### src/rtl/i2c_pkg.sv
// i2c_pkg: types and constants shared by the I2C byte master, the
// requester arbiter (i2c_arbiter) and its round-robin helper.
//   i2c_cmd_t    command encoding driven towards the byte master
//   arb_state_t  arbiter FSM state, also exported on a debug port
//   rr_next      wrap-around increment used for the round-robin pointer
package i2c_pkg;

  localparam int I2C_ARB_MAX_REQ = 8;

  typedef enum logic [1:0] {
    CMD_IDLE  = 2'd0,
    CMD_START = 2'd1,
    CMD_WRITE = 2'd2,
    CMD_STOP  = 2'd3
  } i2c_cmd_t;

  typedef enum logic [3:0] {
    IDLE    = 4'd0,
    GRANT   = 4'd1,
    START   = 4'd2,
    START_W = 4'd3,
    FETCH   = 4'd4,
    WRITE   = 4'd5,
    WRITE_W = 4'd6,
    STOP    = 4'd7,
    STOP_W  = 4'd8,
    FIN     = 4'd9
  } arb_state_t;

  // Index following idx among n requesters, wrapping to 0.
  function automatic logic [2:0] rr_next(input logic [2:0] idx, input int n);
    if (int'(idx) + 1 >= n) return 3'd0;
    return idx + 3'd1;
  endfunction

endpackage

### src/rtl/rr_arbiter.sv
// rr_arbiter: combinational round-robin pick.
//   req      requests, one bit per requester
//   ptr      index with highest priority this round
//   win      one-hot winner (all zero when nobody requests)
//   win_idx  binary index of the winner
//   any      at least one request present
// The winner is the lowest requesting index at or above ptr, wrapping.
module rr_arbiter #(
  parameter int NREQ = 2,
  parameter int PW   = (NREQ > 1) ? $clog2(NREQ) : 1
) (
  input  logic [NREQ-1:0] req,
  input  logic [PW-1:0]   ptr,
  output logic [NREQ-1:0] win,
  output logic [PW-1:0]   win_idx,
  output logic            any
);

  // One extra bit so ptr + offset cannot overflow before wrapping.
  localparam logic [PW:0] N_W = (PW + 1)'(NREQ);

  logic [PW:0]   sum;
  logic [PW-1:0] idx;

  always_comb begin
    win     = '0;
    win_idx = '0;
    any     = 1'b0;
    sum     = '0;
    idx     = '0;
    for (int off = 0; off < NREQ; off++) begin
      sum = {1'b0, ptr} + (PW + 1)'(off);
      if (sum >= N_W) sum = sum - N_W;
      idx = sum[PW-1:0];
      if (!any && req[idx]) begin
        any      = 1'b1;
        win[idx] = 1'b1;
        win_idx  = idx;
      end
    end
  end

endmodule

### src/rtl/i2c_arbiter.sv
// i2c_arbiter: shares one I2C byte master between NREQ requesters.
// A granted requester streams one write transaction (START, bytes, STOP);
// the arbiter runs the master's cmd/busy handshake on its behalf.
//
// Ports
//   clk, rst_n         clock, synchronous active-low reset
//   req/wvalid/wdata/wlast  per-requester request and byte stream
//   wready             byte accept (high only in FETCH, for the granted one)
//   gnt                registered one-hot grant
//   done / err         one-cycle completion pulses (ok / NACK-abort-watchdog)
//   m_cmd, m_data      command and byte towards the master
//   m_busy, m_error    master status; m_error is valid when m_busy falls
//   wdog_trip          sticky watchdog flag
//   state              current FSM state (debug)
//
// Handshakes: a byte moves from requester g when wvalid[g] & wready[g] are
// both high at a rising edge. Towards the master, a command is held on
// m_cmd until m_busy is seen high; m_cmd then returns to CMD_IDLE and the
// FSM waits in the matching _W state for m_busy to fall.
//
// Build option: define I2C_ARB_WDOG_EN to add a watchdog that abandons any
// master wait lasting WDOG_CYCLES cycles. Without it wdog_trip is tied low.
module i2c_arbiter
  import i2c_pkg::*;
#(
  parameter int NREQ        = 2,
  parameter int WDOG_CYCLES = 100000
) (
  input  logic              clk,
  input  logic              rst_n,
  input  logic [NREQ-1:0]   req,
  input  logic [NREQ-1:0]   wvalid,
  input  logic [NREQ*8-1:0] wdata,
  input  logic [NREQ-1:0]   wlast,
  output logic [NREQ-1:0]   wready,
  output logic [NREQ-1:0]   gnt,
  output logic [NREQ-1:0]   done,
  output logic [NREQ-1:0]   err,
  output i2c_cmd_t          m_cmd,
  output logic [7:0]        m_data,
  input  logic              m_busy,
  input  logic              m_error,
  output logic              wdog_trip,
  output arb_state_t        state
);

  localparam int PW = (NREQ > 1) ? $clog2(NREQ) : 1;

  arb_state_t      state_q, state_d;
  logic [NREQ-1:0] gnt_q, gnt_d;
  logic [PW-1:0]   gidx_q, gidx_d;
  logic [PW-1:0]   ptr_q, ptr_d;
  logic            last_q, last_d;
  logic            err_q, err_d;
  logic [7:0]      data_q, data_d;

  logic [NREQ-1:0] win;
  logic [PW-1:0]   win_idx;
  logic            any_req;
  logic [PW-1:0]   ptr_next;
  logic            wd_hit;

  rr_arbiter #(.NREQ(NREQ), .PW(PW)) u_rr (
    .req     (req),
    .ptr     (ptr_q),
    .win     (win),
    .win_idx (win_idx),
    .any     (any_req)
  );

  assign ptr_next = PW'(rr_next(3'(gidx_q), NREQ));

`ifdef I2C_ARB_WDOG_EN
  localparam int CW = $clog2(WDOG_CYCLES + 1);

  logic [CW-1:0] wd_cnt;
  logic          in_wait;
  logic          wdog_q;

  assign in_wait = (state_q == START_W) || (state_q == WRITE_W) || (state_q == STOP_W);
  // wd_cnt is 0 in the first cycle of a wait, so the hit lands WDOG_CYCLES
  // cycles after entering the _W state.
  assign wd_hit  = in_wait && (wd_cnt == CW'(WDOG_CYCLES));

  always_ff @(posedge clk) begin
    if (!rst_n) begin
      wd_cnt <= '0;
      wdog_q <= 1'b0;
    end else begin
      if (!in_wait || (state_d != state_q)) wd_cnt <= '0;
      else                                  wd_cnt <= wd_cnt + 1'b1;
      if (wd_hit) wdog_q <= 1'b1;
    end
  end

  assign wdog_trip = wdog_q;
`else
  assign wd_hit    = 1'b0;
  // The limit only matters when the watchdog is built.
  assign wdog_trip = 1'b0 & (|WDOG_CYCLES);
`endif

  always_ff @(posedge clk) begin
    if (!rst_n) begin
      state_q <= IDLE;
      gnt_q   <= '0;
      gidx_q  <= '0;
      ptr_q   <= '0;
      last_q  <= 1'b0;
      err_q   <= 1'b0;
      data_q  <= 8'h00;
    end else begin
      state_q <= state_d;
      gnt_q   <= gnt_d;
      gidx_q  <= gidx_d;
      ptr_q   <= ptr_d;
      last_q  <= last_d;
      err_q   <= err_d;
      data_q  <= data_d;
    end
  end

  always_comb begin
    state_d = state_q;
    gnt_d   = gnt_q;
    gidx_d  = gidx_q;
    ptr_d   = ptr_q;
    last_d  = last_q;
    err_d   = err_q;
    data_d  = data_q;
    m_cmd   = CMD_IDLE;
    wready  = '0;
    done    = '0;
    err     = '0;

    case (state_q)
      IDLE: begin
        if (any_req) begin
          gnt_d   = win;
          gidx_d  = win_idx;
          err_d   = 1'b0;
          last_d  = 1'b0;
          state_d = GRANT;
        end
      end
      GRANT: state_d = START;
      START: begin
        m_cmd = CMD_START;
        if (m_busy) state_d = START_W;
      end
      START_W: if (!m_busy) state_d = FETCH;
      FETCH: begin
        // gnt_q is the one-hot of the granted requester.
        wready = gnt_q;
        if (wvalid[gidx_q]) begin
          data_d  = wdata[{gidx_q, 3'b000} +: 8];
          last_d  = wlast[gidx_q];
          state_d = WRITE;
        end else if (!req[gidx_q]) begin
          err_d   = 1'b1;
          state_d = STOP;
        end
      end
      WRITE: begin
        m_cmd = CMD_WRITE;
        if (m_busy) state_d = WRITE_W;
      end
      WRITE_W: begin
        if (!m_busy) begin
          if (m_error) begin
            err_d   = 1'b1;
            state_d = STOP;
          end else if (last_q) begin
            state_d = STOP;
          end else begin
            state_d = FETCH;
          end
        end
      end
      STOP: begin
        m_cmd = CMD_STOP;
        if (m_busy) state_d = STOP_W;
      end
      STOP_W: if (!m_busy) state_d = FIN;
      FIN: begin
        if (err_q) err  = gnt_q;
        else       done = gnt_q;
        ptr_d   = ptr_next;
        gnt_d   = '0;
        state_d = IDLE;
      end
      default: state_d = IDLE;
    endcase

    // Watchdog abandons the transaction without a STOP.
    if (wd_hit) begin
      m_cmd   = CMD_IDLE;
      err     = gnt_q;
      done    = '0;
      ptr_d   = ptr_next;
      gnt_d   = '0;
      state_d = IDLE;
    end
  end

  assign gnt    = gnt_q;
  assign m_data = data_q;
  assign state  = state_q;

endmodule

### config.mk
export PLATFORM = sky130hd
export DESIGN_NAME = i2c_arbiter
export DESIGN_NICKNAME = d
export VERILOG_FILES = /design/src/rtl/i2c_pkg.sv /design/src/rtl/rr_arbiter.sv /design/src/rtl/i2c_arbiter.sv
export SDC_FILE = /design/constraint.sdc
export NUM_CORES = 1
export LEC_CHECK = 0
export ABC_AREA = 1
export BUFFER_PORTS_ARGS = -buffer_cell sky130_fd_sc_hd__buf_2
export CELL_PAD_IN_SITES_DETAIL_PLACEMENT = 0
export CELL_PAD_IN_SITES_GLOBAL_PLACEMENT = 1
export CORE_ASPECT_RATIO = 1.5
export CORE_MARGIN = 4
export CORE_UTILIZATION = 31
export CTS_BUF_LIST = sky130_fd_sc_hd__clkbuf_8
export DETAILED_ROUTE_END_ITERATION = 10
export HOLD_SLACK_MARGIN = 0.03
export PLACE_DENSITY_LB_ADDON = 0.3
export SYNTH_ARGS = -nofsm -noshare
export SYNTH_HDL_FRONTEND = slang
export SYNTH_SLANG_ARGS = --single-unit
### constraint.sdc
create_clock -name clk -period 1.6 [get_ports clk]
set_input_delay 0.16 -clock clk [delete_from_list [all_inputs] [get_ports clk]]
set_output_delay 0.16 -clock clk [all_outputs]
set_load 0.03 [all_outputs]
# Word-level counts from Yosys, hierarchy flattened
# Index checks and enable logic that the tools add are counted.
# word_totals
word_cells	110
in_bits	26
latch_bits	0
out_inout_bits	23
ram_bits	0
romBits	0
n_memories	0
regBits	18
# op_classes
reduce_logical	14
muxes	53
add_sub_neg	5
order_cmp	8
n_mul	0
div	0
n_eq_ne	21
bitwise_logic	1
shifts	1
# op_table
cell	n
$mux 4	9
$pmux 4 s9	1
$mux 1	27
$ne 2x2->1 const B	11
$mux 2	10
$eq 4x3->1 const B	4
$shiftx 16x5->8	1
$eq 4x2->1 const B	2
$eq 4x4->1 const B	2
$reduce_and 8->1	1
$lt 1x2->1 const B	3
$pmux 2 s3	1
$reduce_and 2->1	3
$reduce_and 6->1	1
$add 1x1->2 const B	2
$eq 4x1->1 const B	1
$ge 2x2->1 const B	2
$logic_not 4->1	1
$pmux 2 s2	1
$reduce_bool 2->1	2
$logic_and 1x1->1	3
$ne 3x3->1 const B	1
$pmux 1 s3	1
$reduce_and 3->1	1
other kinds (9)	12

# Depth between registers and ports, before layout
# Gate-level depths: netlist (run 1).
# logic_depth
depth_word	11
mapped_depth	11
depth_no_buf	11

# Cells and area by module
# From an unflattened synthesis (run 1), not the netlist that was laid out.
# unflattened
cells_unflattened	181
hier_area_um2	1103.6
# by_module_without_submodules
mod	seq_area_each_um2	instances	area_per_inst_um2	cells_each
i2c_arbiter	360.3	1	1048.5	167
rr_arbiter	0.0	1	55.1	14

# Worst setup path after synthesis (run 1)
# Ideal clock, no wire load.
# synth_path
path_type	register -> output
start	reg state_q[3] (netlist: state[3])
end	out done[0]
required_ns	1.440
arrival_time_ns	1.705
n_path_buf	0
slack_ns	-0.265
stages_incl_launch_ff	5
path_cell_list	dfxtp_1 > inv_1 > nor2_1 > nand3_1 > nor3_1
# synth_between
elab_chain_cells	2
# synth_lines
element	line	source
start: declaration	i2c_arbiter.sv:49	arb_state_t state_q, state_d;
start signal: assignment	i2c_arbiter.sv:113	state_q <= state_d;
$eq 4x4->1	i2c_arbiter.sv:136	case (state_q)
$mux 2	i2c_arbiter.sv:136	
end: declaration	i2c_arbiter.sv:37	output logic [NREQ-1:0] done,
# Every way passes these cells.

# Final worst setup path (run 1)
# layout_path
start	reg state_q[3] (netlist: state[3])
end	out err[1]
# layout_between
elab_chain_cells	2
# layout_lines
element	line	source
$eq 4x4->1	i2c_arbiter.sv:136	
$mux 2	i2c_arbiter.sv:136	
end: declaration	i2c_arbiter.sv:38	output logic [NREQ-1:0] err,
# Every way passes these cells.

==> results of run 1 <==
per-stage QoR:
| stage | instances | power (mW) | util [%] | setup slack [ps] |
|---|---|---|---|---|
| finish | 259 | 2.363 | 44.31 | 99.94 |
| global route | 259 | 2.579 | 44.31 | -20.56 |
| CTS | 259 | 2.366 | 43.88 | 8.789 |
| detailed placement | 254 | 1.974 | 41.61 | 126.0 |
| global placement | 254 | 1.959 | 41.61 | 204.5 |
| floorplan | 170 | 1.653 | - | -70.62 |
layer usage:
metal	track usage, %	vias up	routed length (µm)
li1	-	642	-
met1	13.07	555	1170
met2	25.83	46	1366
met3	3.089	4	210
met4	6.569	0	44
met5	0	-	0
cell type report:
type,count,area (µm²)
fill,353,1777
multi-input combinational,128,610.6
sequential,18,364.1
timing repair buffer,50,262.8
inverter,19,71.32
clock buffer,4,55.05
tap,40,50.05
critical path: stages, from the launching register on:
cell and delay [ps]:
dfxtp_1 360, inv_1 120, nor2_2 170, nand3_4 130
nor3_2 110, buf_2 210
cells by family after synthesis:
logic type / after synthesis / synth area share, %
AO/OA/AOI/OAI: 29 / 15.87
flip-flops: 18 / 34.62
buffers and inverters: 24 / 10.10
other: 1 / 0.3602
AND/OR/NAND/NOR: 98 / 39.06
power groups by stage:
| stage | Clock, mW | Sequential, mW | Combinational (mW) |
|---|---|---|---|
| floorplan | 0 | 0.890 | 0.763 |
| global placement | 0 | 0.709 | 1.25 |
| detailed placement | 0 | 0.715 | 1.26 |
| CTS | 0.385 | 0.707 | 1.27 |
| global route | 0.403 | 0.749 | 1.43 |
| finish | 0.368 | 0.721 | 1.27 |
sequential cells by signal, indices dropped and copies added, names as in the netlist:
register	flops
err_q	1
gidx_q	1
gnt	2
last_q	1
m_data	8
ptr_q	1
state	4
cell usage in the layout, fill, tap and decap left out, types with 5 or more instances in the layout:
cell type	synthesis	final
o21ai_0	11	10
nor2_1	24	23
inv_1	15	15
a21oi_1	7	7
buf_4	2	5
nand3_1	7	6
a31oi_1	8	8
nand2_1	54	54
buf_2	0	45
dfxtp_1	18	15
final timing paths:
kind	from	endpoint	slack, ps	depth (start not counted)
worst min-delay path	wdata[0]	m_data[0]	160	3
worst max-delay path	state[3]	err[1]	100	5
worst max register to register	state[3]	state[3]	180	11
worst min register to register	gnt[1]	gnt[1]	500	2
what timing repair did:
item | in CTS | in global routing
buffers inserted | 1 | 0
pin swaps | 1 | 1
endpoints found under the setup margin | 4 | 9
gates cloned | 0 | 0
gates resized for setup | 3 | 5
synth_stat cells, types with 2 or more instances:
| cell | n |
|---|---|
| o21ai_2 | 2 |
| dfxtp_1 | 18 |
| nor2_1 | 24 |
| buf_4 | 2 |
| a31oi_1 | 8 |
| nand2_1 | 54 |
| a21oi_1 | 7 |
| nor3_1 | 6 |
| inv_1 | 15 |
| clkbuf_1 | 2 |
| nand2_2 | 3 |
| nand3_1 | 7 |
| inv_2 | 4 |
| o21ai_0 | 11 |
| nor2_2 | 2 |
==> results.toml, run 1 <==
[logic_synthesis]
ys.flop_type = "dfxtp_1"
ys_ff_latch = 18
synth_cells = 170
synth_top_area_share_pct = 34.62
yosys-top-cells-area = "dfxtp_1 (35%), nand2_1 (19%), nor2_1 (8.7%), inv_1 (5.4%), o21ai_0 (5.3%)"
synth_edf_count = 0
yosysTopAreaCell = "dfxtp_1"
synth_area_um2 = 1041
async_reset_ff_share_pct = 0
synth_cell_types = 20
syn_nets = 196
seq_area_frac_synth_pct = 34.62
yosysWarnings = 0
postSynthAreaPerCell_um2 = 6.124

[cts]
hold_buffers = 0
clock_latency_ps = 250
clockRootBuffer = "clkbuf_8"
numClockSinks = 18
htree_levels = 1
cts_buffer_depth = 2
cts_tree = "yes"
clk_pin_slew_ps = 70
cts_buffers = 3

[hold_path]
min_path_type = "in -> reg"

[final_layout]
final_cell_area_um2 = 1414
drive_gt1_share_pct = 34.25
fin_nets = 246
antennaDiodeCount = 0
area_growth_pct = 35.82

[drt]
first_pass_iters = 4
drc_errors = 0
ant_nets = 0
via_count = 1247
avgViaCountPerCell = 4.815
wl_per_cell_um = 10.78
wl_um = 2792
drt_iter0_drc = 27

[floorplanning]
core-area_um2 = 3191
dieArea_um2 = 4368
die_x_um = 55.32
die_h_um = 78.97
initial_core_util_pct = 32.63
num_rows = 25
io_pins = 49

[timing]
setup_viol = 0
maxSlewViolCount = 0
clock_skew_ps = 1.361
tns_ps = 0
maxClockFrequency_ghz = 0.6666
rsz0062_at_grt = "true"
final-hold-violation-count = 0
post-route-period-util_pct = 93.75
fin_crit_ps = 1500
hold-worst-slack_ps = 164.0

[critical_path]
path_max_fanout = 5
endpoint_kind = "output pin"
criticalPathCategory = "reg -> out"
startpoint_type = "flip-flop"
crit_arrival_ps = 1340
required_ps = 1440

[pwr]
p_comb_share_pct = 53.9
pwr-share-clk_pct = 15.6
switching_share_pct = 49.06
p_leak_nw = 0.7538
pwr-share-seq_pct = 30.5
intPower_mw = 1.204
p_switching_mw = 1.159
pwr_density_cell_nw_per_um2 = 1671
vdd_ir_drop_max_mv = 0.7078

[place]
place_hpwl_um = 2276
routabilityCongestion = 0.8036
place_area_um2 = 1328
port_buffers = 47

[global_route]
grt-ovfl-total = 0
track_usage_pct = 13.39
antenna_found_initial = 0
grt_pass1_vias = 1222
grt_pass1_wl_um = 4823
grt_max_degree = 17

[run]
max-cap-violations = 0

[run_status]
status = "finished clean"
(Power assumes the default switching activity.)
==> inputs of run 2 (changes only) <==
--- a/constraint.sdc
+++ b/constraint.sdc
@@ -3,2 +3,2 @@
 set_output_delay 0.16 -clock clk [all_outputs]
-set_load 0.03 [all_outputs]
+set_load 0.02 [all_outputs]
==> results.toml, run 2 (synthesis results as in run 1) <==
[run_status]
status = "finished clean"

[place]
place_hpwl_um = 2365
routabilityCongestion = 0.8416
port_buffers = 47

[timing]
setup_viol = 0
fin_crit_ps = 1443
maxSlewViolCount = 0
final-hold-violation-count = 0
post-route-period-util_pct = 90.20
tns_ps = 0
maxClockFrequency_ghz = 0.6929
clock_skew_ps = 4.336

[cts]
clockRootBuffer = "clkbuf_8"
cts_buffer_depth = 2
clk_pin_slew_ps = 70
cts_tree = "yes"
numClockSinks = 18
cts_buffers = 3
htree_levels = 1
clock_latency_ps = 250

[drt]
ant_nets = 0
wl_um = 2931
via_count = 1203
avgViaCountPerCell = 4.627
drt_iter0_drc = 29
first_pass_iters = 4
drc_errors = 0
wl_per_cell_um = 11.27

[pwr]
p_comb_share_pct = 52.1
pwr-share-seq_pct = 31.8
p_leak_nw = 0.7573
switching_share_pct = 46.59
power_mw = 2.257
p_switching_mw = 1.051
vdd_ir_drop_max_mv = 0.6055
pwr_density_cell_nw_per_um2 = 1612
pwr-share-clk_pct = 16.2
intPower_mw = 1.205

[global_route]
grt_pass1_vias = 1219
grt-ovfl-total = 0
gr-usage-met3_pct = 2.439
gr-usage-met2_pct = 27.25
use_met1_pct = 14.71
top_usage_layer = "met2"
track_usage_pct = 14.05
grt_pass1_wl_um = 5078
antenna_found_initial = 0
grt_max_degree = 17

[critical_path]
crit_arrival_ps = 1280
path_max_fanout = 6
reg2reg_depth = 9
crit_path_start = "state[3]"
worstReg2RegStart = "state[3]"
reg2reg_to = "m_data[0]"
r2r_setup_slack_ps = 210
criticalPathCategory = "reg -> out"
required_ps = 1440
startpoint_type = "flip-flop"
endpoint_kind = "output pin"

[run]
max-cap-violations = 0

[final_layout]
largest_reg_flops = 8
area_growth_pct = 34.49
fin_nets = 247
fillers = 365
drive_gt1_share_pct = 34.09
multi_input_area_um2 = 588.1
layout_commonest_cell = "nand2_1"
antennaDiodeCount = 0
seq_area_um2 = 365.4
mostFrequentLayoutCells = "nand2_1 (54), buf_2 (45), nor2_1 (23)"

[floorplanning]
die_h_um = 78.97
num_rows = 25
core-area_um2 = 3191
initial_core_util_pct = 32.63
die_x_um = 55.32
dieArea_um2 = 4368
io_pins = 49

[hold_path]
min_delay_path_depth = 3
hold_path_startpoint = "wdata[4]"
worstHoldEndpoint = "m_data[4]"
min_path_type = "in -> reg"
-- run 2: changes by cell type in the layout (fill, tap and decap cells not counted) --
cell | previous run | this run
nor3_1 | 2 | 5
nor3_2 | 4 | 1
buf_4 | 5 | 6
dfxtp_1 | 15 | 14
dfxtp_2 | 3 | 4
inv_1 | 15 | 14
inv_2 | 4 | 5
nand3_2 | 0 | 1
nand3_4 | 1 | 0
o21ai_0 | 10 | 11
o21ai_1 | 1 | 0
-- run 2: layer usage --
layer  vias up  routed length (µm)  part of all wire (%)
met5         -                   0                     0
met4         0                  25                  0.85
li1        640                   -                     -
met3         2                 199                   6.8
met2        39                1552                    53
met1       522                1155                    39
-- run 2: power by group through the flow --
stage	Clock, mW	Combinational (mW)	Sequential (mW)
after floorplan	0	0.733	0.812
after global placement	0	1.14	0.703
after detailed placement	0	1.16	0.708
after CTS	0.385	1.18	0.700
after global routing	0.403	1.35	0.740
final	0.365	1.17	0.717
-- run 2: repair_timing --
action,CTS,global route
hold buffers,0,0
hold endpoints to repair,0,0
pin swaps,1,0
endpoints found under the setup margin,4,11
setup buffers,2,0
gates resized for setup,1,9
-- run 2: critical path, stage by stage (launching register included) --
cell and delay [ps]:
dfxtp_2 360, inv_2 70, nor2_2 120, nand3_2 150, nor3_1 150, buf_2 190
-- run 2: cell type report --
cell class | count | area share (%)
multi-input cells | 128 | 42.00
clock buffers | 4 | 3.932
repair buffers | 51 | 19.30
well taps | 40 | 3.575
inverters | 19 | 5.094
flip-flops and latches | 18 | 26.09
-- run 2: stage by stage --
step	worst slack [ps]	area (µm²)	instances	hold WS, ps	utilization, %
6_report	156.8	1400	260	168.7	43.88
5_1_grt	-5.721	1400	260	169.0	43.88
4_1_cts	30.19	1383	260	163.7	43.33
3_5_place_dp	132.4	1308	254	432.2	40.98
3_3_place_gp	184.8	1308	254	426.4	40.98
2_1_floorplan	26.69	1041	170	298.3	-
-- run 2: how the worst max path moves through the flow --
stage / end / slack [ps] / cells past startpoint
finish: err[1] / 160 / 5
CTS: done[1] / 30 / 5
floorplan: done[0] / 30 / 4
global route: m_cmd[0] / -6 / 5
detailed placement: m_data[0] / 130 / 8
global placement: m_data[0] / 180 / 8
==> inputs of run 3 (changes only) <==
Settings changed: GPL_TIMING_DRIVEN from default to 0, PLACE_DENSITY_LB_ADDON 0.3 to 0.25.
==> results.toml, run 3 (synthesis results as in run 1) <==
[pwr]
pwr_density_cell_nw_per_um2 = 1605
p_leak_nw = 0.7617
vdd_ir_drop_max_mv = 0.8303

[critical_path]
required_ps = 1440
cp_top_family = "simple AND/OR/NAND/NOR gates"
path_buf_inv = 2
startpoint_type = "flip-flop"
cpPeakStageDelay_ps = 380
crit_chain = "inv_2 -> nor2_2 -> nand3_2 -> nor3_1 -> buf_2"
endpoint_kind = "output pin"
crit_arrival_ps = 1330
path_max_fanout = 5
cp_slowest_cell = "dfxtp_1"
criticalPathCategory = "reg -> out"

[cts]
cts_tree = "yes"
hold_buffers = 0
cts_buffers = 3
clock_latency_ps = 250
clk_pin_slew_ps = 70
htree_levels = 1
numClockSinks = 18
clockRootBuffer = "clkbuf_8"
cts_buffer_depth = 2

[run_status]
status = "finished clean"

[run]
max-cap-violations = 0

[global_route]
grt-ovfl-total = 0
grt_pass1_vias = 1163
grt_pass1_wl_um = 5030
antenna_found_initial = 0
grt_max_degree = 11
track_usage_pct = 13.92

[place]
place_hpwl_um = 2406
port_buffers = 47
routabilityCongestion = 0.7917

[drt]
first_pass_iters = 4
wl_per_cell_um = 11.35
wl_um = 2974
avgViaCountPerCell = 4.679
drc_errors = 0
via_count = 1226
ant_nets = 0
drt_iter0_drc = 15

[final_layout]
largest_reg_flops = 8
layout_commonest_cell = "nand2_1"
area_growth_pct = 35.46
mostFrequentLayoutCells = "nand2_1 (54), buf_2 (45), nor2_1 (23)"
antennaDiodeCount = 0
drive_gt1_share_pct = 33.33
fin_util_pct = 44.20
fillers = 375
fin_nets = 249

[timing]
post-route-period-util_pct = 93.22
setup_viol = 0
maxSlewViolCount = 0
tns_ps = 0
maxClockFrequency_ghz = 0.6705
fin_crit_ps = 1492
final-hold-violation-count = 0
clock_skew_ps = 0.4045
rsz0062_at_grt = "false"

[floorplanning]
core-area_um2 = 3191
die_x_um = 55.32
num_rows = 25
die_h_um = 78.97
dieArea_um2 = 4368
initial_core_util_pct = 32.63
io_pins = 49

[hold_path]
min_path_type = "in -> reg"
[run 3: cell types whose count changed in the layout (fill, tap and decap cells not counted), sizes merged]
cell	previous run	this run
clkbuf	4	6
[run 3: what timing repair did]
action / 4_1_cts / 5_1_grt
endpoints found under the setup margin: 4 / 7
pin swaps: 1 / 0
setup buffers: 1 / 0
gates resized for setup: 1 / 8
[run 3: path summary, 6_finish.rpt]
path | from | endpoint | slack (ps) | depth (start not counted)
worst min register to register | gnt[1] | gnt[1] | 500 | 2
worst max-delay path | state[3] | err[1] | 110 | 5
worst min-delay path | wdata[6] | m_data[6] | 170 | 3
worst max register to register | state[3] | state[0] | 220 | 11
[run 3: metal layers]
layer  GRT usage (%)  share of wire [%]  routed length [µm]
met1           15.11                 39                1163
met3           2.764                6.3                 186
met5               0                  0                   0
met4           5.353                1.3                  40
met2           26.07                 53                1583
[run 3: worst reg2reg max path, cell delays in order, from the launching register on]
cell	delay (ps)
dfxtp_1	380
inv_2	90
nand2_2	100
inv_2	50
nand2_2	120
nor2_1	70
nand2_1	60
nand2_1	80
nor2_4	170
nand2_1	80
nand2_1	60
nor2_1	40
[run 3: through the flow]
step | instances | setup slack, ps | total power, mW | hold slack (ps) | area, µm²
2_1_floorplan | 170 | 26.69 | 1.546 | 298.3 | 1041
3_3_place_gp | 257 | 203.1 | 1.851 | 425.9 | 1326
3_5_place_dp | 257 | 155.1 | 1.881 | 430.5 | 1326
4_1_cts | 262 | 11.76 | 2.272 | 157.8 | 1394
5_1_grt | 262 | 6.408 | 2.498 | 168.9 | 1410
6_report | 262 | 108.5 | 2.264 | 165.1 | 1410
[run 3: layout make-up]
| class | instances | area (µm²) | area share, % |
|---|---|---|---|
| well taps | 40 | 50.05 | 3.549 |
| inverters | 19 | 71.32 | 5.058 |
| multi-input cells | 128 | 588.1 | 41.70 |
| plain buffers | 5 | 33.78 | 2.396 |
| repair buffers | 48 | 247.7 | 17.57 |
| flip-flops and latches | 18 | 364.1 | 25.82 |
| clock buffers | 4 | 55.05 | 3.904 |
[run 3: where the power goes]
part	leakage [nW]	internal (mW)	switching, mW	total (mW)
Combinational	0.585	0.399	0.788	1.19
Sequential	0.148	0.585	0.123	0.708
Clock	0.0288	0.218	0.150	0.369
Total	0.762	1.20	1.06	2.26
